**src/rtl/mac_tile_dm_if.sv**
```systemverilog
// Tile-to-tile bus for mac_tile_dm: west/north inputs and east/south registered outputs.
interface mac_tile_dm_if #(
  parameter int unsigned bw      = 4,
  parameter int unsigned psum_bw = 16
);
  logic [bw-1:0]      in_w;
  logic [bw-1:0]      out_e;
  logic [2:0]         inst_w;
  logic [2:0]         inst_e;
  logic               mode_w;
  logic               mode_e;
  logic [psum_bw-1:0] in_n;
  logic               valid_n;
  logic [psum_bw-1:0] out_s;
  logic               valid_s;

  modport master (
    output in_w, inst_w, mode_w, in_n, valid_n,
    input  out_e, inst_e, mode_e, out_s, valid_s
  );

  modport slave (
    input  in_w, inst_w, mode_w, in_n, valid_n,
    output out_e, inst_e, mode_e, out_s, valid_s
  );
endinterface

```
**src/rtl/mac_tile_dm.sv**
```systemverilog
// Dual-mode (weight-/output-stationary) systolic MAC tile with OS drain chain
// and optional saturating accumulation.
module mac_tile_dm #(
  parameter int unsigned bw      = 4,
  parameter int unsigned psum_bw = 16,
  parameter bit          SAT     = 1'b0
) (
  input logic          clk,
  input logic          reset,
  mac_tile_dm_if.slave tile
);
  typedef enum logic [1:0] {EMPTY, WLOAD, OSACC, OSDRAIN} state_t;

  localparam int unsigned PROD_W = 2 * bw + 1;
  localparam int unsigned SUM_W  = psum_bw + 1;
  localparam logic [psum_bw-1:0] PSUM_MAX = {1'b0, {(psum_bw-1){1'b1}}};
  localparam logic [psum_bw-1:0] PSUM_MIN = {1'b1, {(psum_bw-1){1'b0}}};

  // Unsigned activation times signed weight, sign-extended to the psum width.
  function automatic logic [psum_bw-1:0] prod(input logic [bw-1:0] act,
                                                input logic [bw-1:0] wgt);
    logic signed [PROD_W-1:0] p;
    p = PROD_W'($signed({1'b0, act})) * PROD_W'($signed(wgt));
    return psum_bw'(p);
  endfunction

  // One guard bit catches signed overflow; clamp or wrap depending on SAT.
  function automatic logic [psum_bw-1:0] add_sat(input logic [psum_bw-1:0] x,
                                                   input logic [psum_bw-1:0] y);
    logic [SUM_W-1:0] s;
    s = SUM_W'($signed(x)) + SUM_W'($signed(y));
    if (SAT && (s[psum_bw] != s[psum_bw-1]))
      return s[psum_bw] ? PSUM_MIN : PSUM_MAX;
    return s[psum_bw-1:0];
  endfunction

  state_t             state_q, state_d;
  logic [bw-1:0]      a_q, a_d;
  logic [bw-1:0]      b_q, b_d;
  logic [psum_bw-1:0] acc_q, acc_d;
  logic [2:0]         inst_q, inst_d;
  logic               mode_q, mode_d;
  logic [psum_bw-1:0] out_s_q, out_s_d;
  logic               valid_s_q, valid_s_d;
  logic               os_mode;
  logic [bw-1:0]      wgt_n;

  assign wgt_n = tile.in_n[bw-1:0];

  always_ff @(posedge clk or negedge reset) begin
    if (!reset) begin
      state_q   <= EMPTY;
      a_q       <= '0;
      b_q       <= '0;
      acc_q     <= '0;
      inst_q    <= '0;
      mode_q    <= 1'b0;
      out_s_q   <= '0;
      valid_s_q <= 1'b0;
    end else begin
      state_q   <= state_d;
      a_q       <= a_d;
      b_q       <= b_d;
      acc_q     <= acc_d;
      inst_q    <= inst_d;
      mode_q    <= mode_d;
      out_s_q   <= out_s_d;
      valid_s_q <= valid_s_d;
    end
  end

  // Priority within each state: drain, then execute, then load.
  always_comb begin
    state_d   = state_q;
    b_d       = b_q;
    acc_d     = acc_q;
    out_s_d   = out_s_q;
    valid_s_d = 1'b0;
    a_d       = (tile.inst_w[0] || tile.inst_w[1]) ? tile.in_w : a_q;
    inst_d    = tile.inst_w;
    os_mode   = (state_q == EMPTY) ? tile.mode_w : mode_q;
    mode_d    = os_mode;

    case (state_q)
      EMPTY: begin
        // The first WS weight is consumed here, so its load bit is not forwarded.
        if (!os_mode) inst_d[0] = 1'b0;
        if (tile.inst_w[2]) begin
          out_s_d   = tile.in_n;
          valid_s_d = tile.valid_n;
        end else if (tile.inst_w[1]) begin
          if (os_mode) begin
            acc_d   = prod(tile.in_w, wgt_n);
            out_s_d = psum_bw'($signed(wgt_n));
            state_d = OSACC;
          end else begin
            out_s_d   = add_sat(prod(tile.in_w, b_q), tile.in_n);
            valid_s_d = 1'b1;
          end
        end else if (tile.inst_w[0] && !os_mode) begin
          b_d     = tile.in_w;
          state_d = WLOAD;
        end
      end
      WLOAD: begin
        if (tile.inst_w[2]) begin
          b_d       = '0;
          out_s_d   = tile.in_n;
          valid_s_d = tile.valid_n;
          state_d   = EMPTY;
        end else if (tile.inst_w[1]) begin
          out_s_d   = add_sat(prod(tile.in_w, b_q), tile.in_n);
          valid_s_d = 1'b1;
        end
      end
      OSACC: begin
        if (tile.inst_w[2]) begin
          out_s_d   = acc_q;
          valid_s_d = 1'b1;
          acc_d     = '0;
          state_d   = OSDRAIN;
        end else if (tile.inst_w[1]) begin
          acc_d   = add_sat(acc_q, prod(tile.in_w, wgt_n));
          out_s_d = psum_bw'($signed(wgt_n));
        end
      end
      OSDRAIN: begin
        if (tile.inst_w[2]) begin
          out_s_d   = tile.in_n;
          valid_s_d = tile.valid_n;
        end else begin
          state_d = EMPTY;
        end
      end
      default: state_d = EMPTY;
    endcase
  end

  assign tile.out_e   = a_q;
  assign tile.inst_e  = inst_q;
  assign tile.mode_e  = mode_q;
  assign tile.out_s   = out_s_q;
  assign tile.valid_s = valid_s_q;
endmodule

```
**src/flat_wrapper.sv**
```systemverilog
// flat-port wrapper written by rule: the top's interface ports become plain ports
module mac_tile_dm_flat 
#(
  parameter int unsigned bw      = 4,
  parameter int unsigned psum_bw = 16,
  parameter bit          SAT     = 1'b0
)
  (clk, reset, tile_in_w, tile_inst_w, tile_mode_w, tile_in_n, tile_valid_n, tile_out_e, tile_inst_e, tile_mode_e, tile_out_s, tile_valid_s);
  mac_tile_dm_if #(.bw(bw), .psum_bw(psum_bw)) tile_i ();
  input logic clk;
  input logic reset;
  input wire logic [$bits(tile_i.in_w)-1:0] tile_in_w;
  input wire logic [$bits(tile_i.inst_w)-1:0] tile_inst_w;
  input wire logic [$bits(tile_i.mode_w)-1:0] tile_mode_w;
  input wire logic [$bits(tile_i.in_n)-1:0] tile_in_n;
  input wire logic [$bits(tile_i.valid_n)-1:0] tile_valid_n;
  output wire logic [$bits(tile_i.out_e)-1:0] tile_out_e;
  output wire logic [$bits(tile_i.inst_e)-1:0] tile_inst_e;
  output wire logic [$bits(tile_i.mode_e)-1:0] tile_mode_e;
  output wire logic [$bits(tile_i.out_s)-1:0] tile_out_s;
  output wire logic [$bits(tile_i.valid_s)-1:0] tile_valid_s;
  assign tile_i.in_w = tile_in_w;
  assign tile_i.inst_w = tile_inst_w;
  assign tile_i.mode_w = tile_mode_w;
  assign tile_i.in_n = tile_in_n;
  assign tile_i.valid_n = tile_valid_n;
  assign tile_out_e = tile_i.out_e;
  assign tile_inst_e = tile_i.inst_e;
  assign tile_mode_e = tile_i.mode_e;
  assign tile_out_s = tile_i.out_s;
  assign tile_valid_s = tile_i.valid_s;
  mac_tile_dm #(.bw(bw), .psum_bw(psum_bw), .SAT(SAT)) u_core (.clk(clk), .reset(reset), .tile(tile_i));
endmodule
```
**config.mk**
```make
export PLATFORM = sky130hd
export DESIGN_NAME = mac_tile_dm_flat
export DESIGN_NICKNAME = d
export VERILOG_FILES = /design/src/rtl/mac_tile_dm_if.sv /design/src/rtl/mac_tile_dm.sv /design/src/flat_wrapper.sv
export SDC_FILE = /design/constraint.sdc
export NUM_CORES = 1
export LEC_CHECK = 0
export CAP_MARGIN = 20
export CORE_ASPECT_RATIO = 1.25
export CORE_MARGIN = 8
export CORE_UTILIZATION = 52
export DETAILED_ROUTE_END_ITERATION = 16
export GPL_TIMING_DRIVEN = 0
export MAX_ROUTING_LAYER = met4
export PLACE_DENSITY_LB_ADDON = 0.08
export SYNTH_ARGS = -nofsm -noshare
export SYNTH_HDL_FRONTEND = slang
export SYNTH_SLANG_ARGS = --single-unit
```
**constraint.sdc**
```tcl
create_clock -name clk -period 7.67 [get_ports clk]
set_input_delay 2.301 -clock clk [delete_from_list [all_inputs] [get_ports clk]]
set_output_delay 2.301 -clock clk [all_outputs]
set_load 0.01 [all_outputs]
```
# Word level (Yosys, flattened, before mapping)
# Index checks and enable logic that the tools add are counted.
# word_totals
reg_bits,47
in_bits,27
out_inout_bits,25
wordCells,78
# classes
n_addsub,2
multipliers,2
eq_ne,17
n_mux,39
n_reduce_logical,10
# op_table
operator,count
$mux 16,13
$pmux 16 s4,1
$pmux 16 s2,1
$mul 5x4->9,2
$add 16x9->16,1
$add 9x16->16,1
$mux 4,4
$ne 2x2->1 const B,8
$mux 2,7
$ne 3x3->1 const B,4
$mux 1,10
$reduce_and 5->1,2
$pmux 2 s4,1
$pmux 4 s2,1
$reduce_and 6->1,1
$eq 2x2->1 const B,2
$pmux 1 s4,1
$reduce_and 4->1,1
$reduce_bool 2->1,2
$ne 3x2->1 const B,1
$eq 2x1->1 const B,1
$logic_not 2->1,1
$ne 2x1->1 const B,1
$logic_and 1x1->1,1
other kinds (2),2

# Longest topological paths before layout
# Gate-level depths: netlist of the first run.
# depth
ltp_word,8
depth_mapped,21
ltp_nobuf,20

# Worst setup path after synthesis of the first run
# OpenSTA, ideal clock, no wires.
# synth_timing
path_type,input-to-reg
start,in tile_in_w[2]
end,reg u_core.acc_q[12]
arrival_ns,6.502
t_required_ns,7.546
slack_ns,1.044
stages,18
n_path_buf,1
cell_sequence,clkbuf_1 nand2_1 fa_1 fa_1 fa_1 inv_1 ha_1 inv_1 fa_1 o21bai_1 a21oi_1 xnor2_1 ha_1 or4_1 o22a_1 a221oi_2 nor4_1 a211o_1
# synth_via
elab_chain_len,5
word_cells_on_any_way,8
# synth_lines
item,line,source
start: declaration,flat_wrapper.sv:12,input wire logic [$bits(tile_i.in_w)-1:0] tile_in_w;
$mul 5x4->9 *,mac_tile_dm.sv:23,"p = PROD_W'($signed({1'b0, act})) * PROD_W'($signed(wgt));"
$add 16x9->16 / $mux 16 (equally long branches),"mac_tile_dm.sv:31, mac_tile_dm.sv:92",
$mux 16 (on tied branches),"mac_tile_dm.sv:122, mac_tile_dm.sv:91",
$mux 16 (on tied branches),"mac_tile_dm.sv:117, mac_tile_dm.sv:88",
$pmux 16 s2 *,mac_tile_dm.sv:84,case (state_q)
end signal: assignment,mac_tile_dm.sv:55,acc_q <= '0;
end signal: assignment,mac_tile_dm.sv:64,acc_q <= acc_d;
end: declaration,mac_tile_dm.sv:40,"logic [psum_bw-1:0] acc_q, acc_d;"
# Mark *: on every way between the ends. The rest lies on a longest branch, timed or not. The select of a mux whose other input is x is not followed.
# A chain may end at the register's enable or synchronous reset.

# Final worst setup path of the first run
# layout_timing
start,in tile_in_w[0]
end,reg u_core.acc_q[12]
# Same word-level chain as after synthesis.

==> summary.log, run 1 <==
[clock_tree] register clock-pin slew on the reported worst setup and hold paths 0.07 ns
[synthesis] yosys warns 0
[synthesis] predominant post-synthesis flop cell sky130_fd_sc_hd__dfrtp_1
[min_path] depth of the worst hold-timing path 2
[worst_setup_path] Most common cell on crit path sky130_fd_sc_hd__fa_1
[route] number of detailed-routing iterations run before antenna repair 6
[clock_tree] total CTS buffers 5
[pwr] P_leak 2.80 nW
[synthesis] sequential cell area fraction in the yosys report 0.229
[route] DRC violations left 0
[grt] pin count of the biggest net entering global routing 28
[synthesis] largest cells by area after synthesis sky130_fd_sc_hd__dfrtp_1, sky130_fd_sc_hd__ha_1, sky130_fd_sc_hd__fa_1
[worst_setup_path] Crit path arrival time 7.47 ns
[route] Via density 6.02
[final_layout] non-filler instance count after layout 783
[timing] total count of max-transition violations in the final report 0
[timing] Tightest Pin Transition 0.669 ns
[grt] vias in the first global route 4,804
[die] Initial Util 0.534
[final_layout] fraction of layout cells with a size suffix above 1 0.0624
[die] overall die height 127 um
[synthesis] Mapped Cells 600
[place] worst setup slack after placement 0.0849 ns
[worst_setup_path] Critical Path Sink Type register
[clock_tree] CTS H-tree depth 2
[timing] hold slack final 0.478 ns
[run_status] result of the run finished, final reports clean
[worst_setup_path] critical path type in2reg
[grt] antenna violations before repair 0
[worst_setup_path] critical path peak fanout 10
[route] average wire length per cell after detail routing 17.6 um
[clock_tree] sink count of the clock tree 47
[final_layout] area added between synthesis and finish 16.1%
[timing] min Tclk post-route 7.28 ns
[worst_setup_path] max incr delay on CP 0.60 ns
[final_layout] # nets final 771
[pwr] maximum vdd drop 0.000209 V
[synthesis] Post-synth EDFFs 0
[timing] Slew HR 0.553
[timing] final setup violation count 0
[grt] Global Route Usage Sum 0.216
[clock_tree] CTS tree yes
[timing] slack of the critical path 0.391 ns
[place] placer's final routability congestion estimate 0.924
[place] cell area reported after detailed placement 5780 sq um
[die] Die X-Extent 105 um
[timing] total count of hold-check failures in the final report 0
[min_path] WHS Endpoint u_core.tile.out_s[7]
[timing] worst clock skew 0.00883 ns
[synthesis] synthesized area divided by synthesized cell count 8.55 sq um
[pwr] Power Density 441 nW/um^2
[route] Total Wirelength 13,800 um
[worst_setup_path] required arrival time at the worst endpoint 7.86 ns
[clock_tree] source-to-sink clock delay at the later pin of the worst-skew pair 0.29 ns
[route] DRT iter0 DRCs 252
[worst_setup_path] worst-path cell with the longest stage delay sky130_fd_sc_hd__clkdlybuf4s50_1
[place] PortBufs 48
[die] Total Die Area 13,300 sq um
[min_path] Hold Crit Start u_core.tile.out_s[7]
[worst_setup_path] worst path cell trace clkdlybuf4s50_1 > nand2b_1 > fa_1 > fa_1 > fa_1 > inv_1 > ha_1 > inv_1 > fa_1 > o21bai_1 > a21oi_1 > xnor2_1 > ha_1 > or4_1 > o22a_1 > a221oi_2 > nor4_1 > a211o_1
[synthesis] dominant cell type by area after synthesis sky130_fd_sc_hd__dfrtp_1
[timing] setup TNS 0 ns
[synthesis] Post-Synthesis Cell Area 5130 sq um
[die] core footprint 9610 sq um
[die] cell row count 40
[clock_tree] Post-CTS Setup Inserts 0
[synthesis] area share of the largest cell type after synthesis 0.229
[grt] Overflow after GRT 0
[worst_setup_path] number of cells on the worst reg-to-reg path 13
[timing] maximum frequency from static timing analysis 0.137 GHz
[route] remaining antenna violation count after routing 0
[worst_setup_path] setup slack, reg-to-reg 3.02 ns
[worst_setup_path] reg2reg end u_core.tile.out_s[14]
[final_layout] number of antenna cells inserted 0
[synthesis] FF+latch count, synth 47
[final_layout] design area 5960 sq um
[synthesis] post-synth net total 715
[die] number of top-level pins 52
[worst_setup_path] startpoint type of the worst setup path input port
[clock_tree] maximum number of buffers from clock root to sink 2
[synthesis] async set-reset flop share out of synthesis 1.00
[worst_setup_path] reg-to-reg startpoint u_core.b_q[3]
[clock_tree] cell at the root of the clock tree sky130_fd_sc_hd__clkbuf_16
[timing] RSZ-0062 raised after global routing no
[clock_tree] hold buffers post-CTS 0
[place] Detail Placement HPWL 11,100 um
[timing] Final period util 0.949
[min_path] worst hold path type reg2reg
[grt] wire length of the first global-routing pass 23,300 um
[synthesis] unique cell type count in the Yosys netlist 63
[clock_tree] count of cells resized by post-cts repair 0
[job] MaxCap Viol Count 0
[place] Cells after DPL 775
[synthesis] cell types with the highest counts after synthesis sky130_fd_sc_hd__ha_1, sky130_fd_sc_hd__nand2_1, sky130_fd_sc_hd__inv_1, sky130_fd_sc_hd__dfrtp_1, sky130_fd_sc_hd__a21oi_1
[route] number of vias in the routed layout 4,715
[synthesis] cell with the most instances after synthesis sky130_fd_sc_hd__ha_1
## registers in the layout (all words and copies together) (netlist names)
register	cells
u_core.acc_q	16
u_core.b_q	4
u_core.state_q	2
u_core.tile.inst_e	3
u_core.tile.mode_e	1
u_core.tile.out_e	4
u_core.tile.out_s	16
u_core.tile.valid_s	1
## per-layer routing
metal | wire, um | up-vias | global-route usage
met4 | 228 | 0 | 0.0648
met2 | 6920 | 143 | 0.370
met5 | 0 | - | -
met3 | 581 | 22 | 0.0226
met1 | 6050 | 2284 | 0.263
li1 | - | 2266 | -
## cells in the final DEF (no fill, tap or decap), drive strengths merged, types with 4 or more instances in the layout
cell type      Yosys  final
a211o              4      4
a211oi             7      7
a21o              15     15
a21oi             43     43
a221oi            11     11
a22oi              7      7
and2              20     20
and3               7      7
buf                9     11
clkbuf            13     19
clkdlybuf4s50      0     47
dfrtp             47     47
fa                17     17
ha                71     71
inv               50     50
mux2               7      7
mux2i             10     10
nand2             65     65
nand2b             9      9
nand3              5      5
nor2              44     44
nor2b              8      8
nor3               7      7
nor4               5      5
o21a               5      5
o21ai             42     42
o221a              4      4
o221ai             8      8
o31ai              6      6
xnor2             15     15
xor2               8      8
## worst max path at each step
stage	endpoint	depth (start not counted)	start	slack, ns
2_1_floorplan	u_core.acc_q[12]	18	tile_in_w[2]	1.04
3_3_place_gp	u_core.acc_q[12]	18	tile_in_w[0]	0.16
3_5_place_dp	u_core.acc_q[12]	18	tile_in_w[0]	0.08
4_1_cts	u_core.acc_q[12]	18	tile_in_w[0]	0.40
5_1_grt	u_core.acc_q[15]	18	tile_in_w[0]	0.07
6_report	u_core.acc_q[12]	18	tile_in_w[0]	0.39
## area by class of cell
cell class                 count  area (sq um)
multi-input combinational    481          3670
fill                         893          3650
sequential                    47          1180
timing repair buffer          49           495
inverter                      50           188
tap                          126           158
clock buffer                   6           139
buffer                        22           100
clock inverter                 2          35.0
## worst max-delay path: cells and delay by family
| kind | cells | cell delay, ns |
|---|---|---|
| AO/OA/AOI/OAI | 5 | 1.06 |
| XOR/XNOR | 1 | 0.17 |
| AND/OR/NAND/NOR | 3 | 0.86 |
| buffers and inverters | 3 | 0.74 |
| adder cells (fa/ha/maj) | 6 | 2.31 |
## stage by stage
stage | utilization | power (mW)
finish | 0.620 | 2.63
global route | 0.620 | 2.89
CTS | 0.620 | 2.63
detailed placement | 0.602 | 2.35
global placement | 0.600 | 2.31
floorplan | - | 1.85
## cell families (layout without fill, tap and decap cells)
kind of cell,Yosys count,in the layout,synth area share
flops,47,47,0.229
compound gates,175,175,0.233
simple gates,178,178,0.167
fa+ha+maj,88,88,0.239
xor+xnor,23,23,0.0393
buf+inv,72,129,0.0561
mux,17,17,0.0356
## report_power, final
part	internal (mW)	leakage (nW)	switching [mW]	total [mW]
logic	0.841	2.15	1.07	1.91
registers	0.354	0.559	0.102	0.457
clock network	0.162	0.0868	0.0970	0.259
total	1.36	2.80	1.27	2.63
Note: power is estimated with default switching activity, not from simulation.
==> run 2, diff against run 1 <==
==> constraint.sdc (replaced) <==
create_clock -name clk -period 8 [get_ports clk]
set_input_delay 2.4 -clock clk [delete_from_list [all_inputs] [get_ports clk]]
set_output_delay 2.4 -clock clk [all_outputs]
set_load 0.01 [all_outputs]
==> results of run 2 <==
Same layout as run 1 (identical final DEF). Status: finished, final reports clean.
Among the figures that moved: setup slack after placement 0.0849 ns -> 0.316 ns; setup slack after layout 0.391 ns -> 0.622 ns; register-to-register setup slack 3.02 ns -> 3.35 ns; total power 2.63 mW -> 2.52 mW; worst IR drop on VDD 0.000209 V -> 0.000200 V
==> run 3, diff against run 2 <==
--- a/config.mk
+++ b/config.mk
@@ -8,7 +8,8 @@
 export CAP_MARGIN = 20
 export CORE_ASPECT_RATIO = 1.25
 export CORE_MARGIN = 8
-export CORE_UTILIZATION = 52
+export CORE_UTILIZATION = 41
+export CTS_BUF_LIST = sky130_fd_sc_hd__clkbuf_8
 export DETAILED_ROUTE_END_ITERATION = 16
 export GPL_TIMING_DRIVEN = 0
 export MAX_ROUTING_LAYER = met4
==> run 3 against run 2 <==
Net effect:
- sequential share of layout area increased by 0.087 points
- global-route usage decreased by 3.1 points
- via count fell by 2.4%
- highest routed layer unchanged
- worst hold slack improved by 0.019 ns
- count of clock-buffer cells in the layout increased by 1
- register-to-register slack improved by 0.04 ns
- power decreased by 2.9%
- fmax increased by 0.36%
- critical path type unchanged
==> summary.log, run 3 (same netlist as run 1, synthesis figures left out) <==
[clock_tree] sink count of the clock tree 47
[pwr] Power Density 413 nW/um^2
[worst_setup_path] reg-to-reg startpoint u_core.b_q[3]
[route] Via density 5.60
[route] Total Wirelength 14,500 um
[place] PortBufs 48
[route] average wire length per cell after detail routing 17.7 um
[grt] vias in the first global route 4,651
[min_path] depth of the worst hold-timing path 2
[clock_tree] cell at the root of the clock tree sky130_fd_sc_hd__clkbuf_8
[worst_setup_path] Worst setup endpoint u_core.acc_q[12]
[grt] antenna violations before repair 0
[timing] slack of the critical path 0.649 ns
[die] Total Die Area 16,400 sq um
[final_layout] Final Util 0.488
[timing] Slew HR 0.542
[timing] Final period util 0.919
[worst_setup_path] required arrival time at the worst endpoint 8.21 ns
[timing] maximum frequency from static timing analysis 0.136 GHz
[final_layout] design area 5930 sq um
[worst_setup_path] startpoint type of the worst setup path input port
[timing] final setup violation count 0
[timing] min Tclk post-route 7.35 ns
[die] Die X-Extent 116 um
[die] cell row count 45
[timing] setup TNS 0 ns
[grt] Overflow after GRT 0
[timing] RSZ-0062 raised after global routing no
[final_layout] area added between synthesis and finish 15.6%
[grt] Global Route Usage Sum 0.185
[route] DRT iter0 DRCs 197
[die] Initial Util 0.422
[worst_setup_path] setup slack, reg-to-reg 3.39 ns
[place] Cells after DPL 813
[final_layout] # nets final 771
[timing] worst clock skew 0.00710 ns
[clock_tree] register clock-pin slew on the reported worst setup and hold paths 0.10 ns
[route] number of detailed-routing iterations run before antenna repair 5
[run_status] result of the run finished, final reports clean
[place] placer's final routability congestion estimate 0.850
[final_layout] non-filler instance count after layout 821
[route] remaining antenna violation count after routing 0
[job] MaxCap Viol Count 0
[place] Detail Placement HPWL 11,700 um
[final_layout] highest-count cells in the layout ignoring fill and taps sky130_fd_sc_hd__ha_1, sky130_fd_sc_hd__nand2_1, sky130_fd_sc_hd__inv_1
[clock_tree] hold buffers post-CTS 0
[timing] total count of hold-check failures in the final report 0
[die] overall die height 141 um
[pwr] P_leak 2.76 nW
[pwr] maximum vdd drop 0.000136 V
[clock_tree] CTS H-tree depth 2
[timing] Tightest Pin Transition 0.685 ns
[clock_tree] CTS tree yes
[die] number of top-level pins 52
[worst_setup_path] critical path peak fanout 10
[clock_tree] maximum number of buffers from clock root to sink 2
[worst_setup_path] Crit path arrival time 7.56 ns
[die] core footprint 12,200 sq um
[route] DRC violations left 0
[place] cell area reported after detailed placement 5830 sq um
[timing] total count of max-transition violations in the final report 0
[route] number of vias in the routed layout 4,600
[clock_tree] total CTS buffers 5
[worst_setup_path] Critical Path Sink Type register
[clock_tree] count of cells resized by post-cts repair 0
[worst_setup_path] CP startpoint tile_in_w[0]
[worst_setup_path] critical path type in2reg
[worst_setup_path] reg2reg end u_core.tile.out_s[14]
[final_layout] most common library cell in the layout ignoring fill and taps sky130_fd_sc_hd__ha_1
[min_path] worst hold path type reg2reg
[final_layout] fraction of layout cells with a size suffix above 1 0.0609
[clock_tree] source-to-sink clock delay at the later pin of the worst-skew pair 0.31 ns
[grt] wire length of the first global-routing pass 23,500 um
[place] worst setup slack after placement 0.296 ns
[final_layout] number of antenna cells inserted 0
[worst_setup_path] number of cells on the worst reg-to-reg path 13
[grt] pin count of the biggest net entering global routing 36
[clock_tree] Post-CTS Setup Inserts 0
## run 3: final cells by class
class	count	area [sq um]
buffer	22	100
clock inverter	1	3.75
clock buffer	7	96.3
fill	1226	6230
tap	164	205
timing repair buffer	49	495
inverter	50	188
sequential	47	1180
multi-input combinational	481	3670
## run 3: per-stage QoR
stage	total power [mW]	hold slack (ns)
after floorplan	1.77	0.478
after global placement	2.25	0.477
after detailed placement	2.28	0.484
after CTS	2.46	0.506
after global routing	2.69	0.527
final	2.45	0.497
## run 3: power by group
part | total (mW) | internal, mW | switching [mW]
sequential | 0.440 | 0.339 | 0.101
clock | 0.166 | 0.0779 | 0.0885
combinational | 1.84 | 0.806 | 1.04
total | 2.45 | 1.22 | 1.22
## run 3: layer usage
metal / global-route usage / share of wire / up-vias
li1: - / - / 2274
met5: - / 0 / -
met2: 0.325 / 0.52 / 81
met4: 0.0472 / 0.012 / 0
met1: 0.219 / 0.44 / 2236
met3: 0.0162 / 0.028 / 9
## run 3: worst max-delay path: stages
cell	delay (ns)
sky130_fd_sc_hd__clkdlybuf4s50_1	0.61
sky130_fd_sc_hd__nand2b_1	0.27
sky130_fd_sc_hd__fa_1	0.52
sky130_fd_sc_hd__fa_1	0.58
sky130_fd_sc_hd__fa_1	0.42
sky130_fd_sc_hd__inv_1	0.07
sky130_fd_sc_hd__ha_1	0.19
sky130_fd_sc_hd__inv_1	0.06
sky130_fd_sc_hd__fa_1	0.39
sky130_fd_sc_hd__o21bai_1	0.15
sky130_fd_sc_hd__a21oi_1	0.11
sky130_fd_sc_hd__xnor2_1	0.16
sky130_fd_sc_hd__ha_1	0.23
sky130_fd_sc_hd__or4_1	0.51
sky130_fd_sc_hd__o22a_1	0.26
sky130_fd_sc_hd__a221oi_2	0.32
sky130_fd_sc_hd__nor4_1	0.08
sky130_fd_sc_hd__a211o_1	0.23
## run 3: worst min path at each step
stage,start,to,slack [ns]
floorplan,u_core.acc_q[7],u_core.acc_q[7],0.48
global placement,u_core.tile.out_s[11],u_core.tile.out_s[11],0.48
detailed placement,u_core.tile.out_s[5],u_core.tile.out_s[5],0.48
CTS,u_core.tile.out_s[5],u_core.tile.out_s[5],0.51
global route,u_core.tile.out_s[10],u_core.tile.out_s[10],0.53
finish,u_core.tile.out_s[13],u_core.tile.out_s[13],0.50
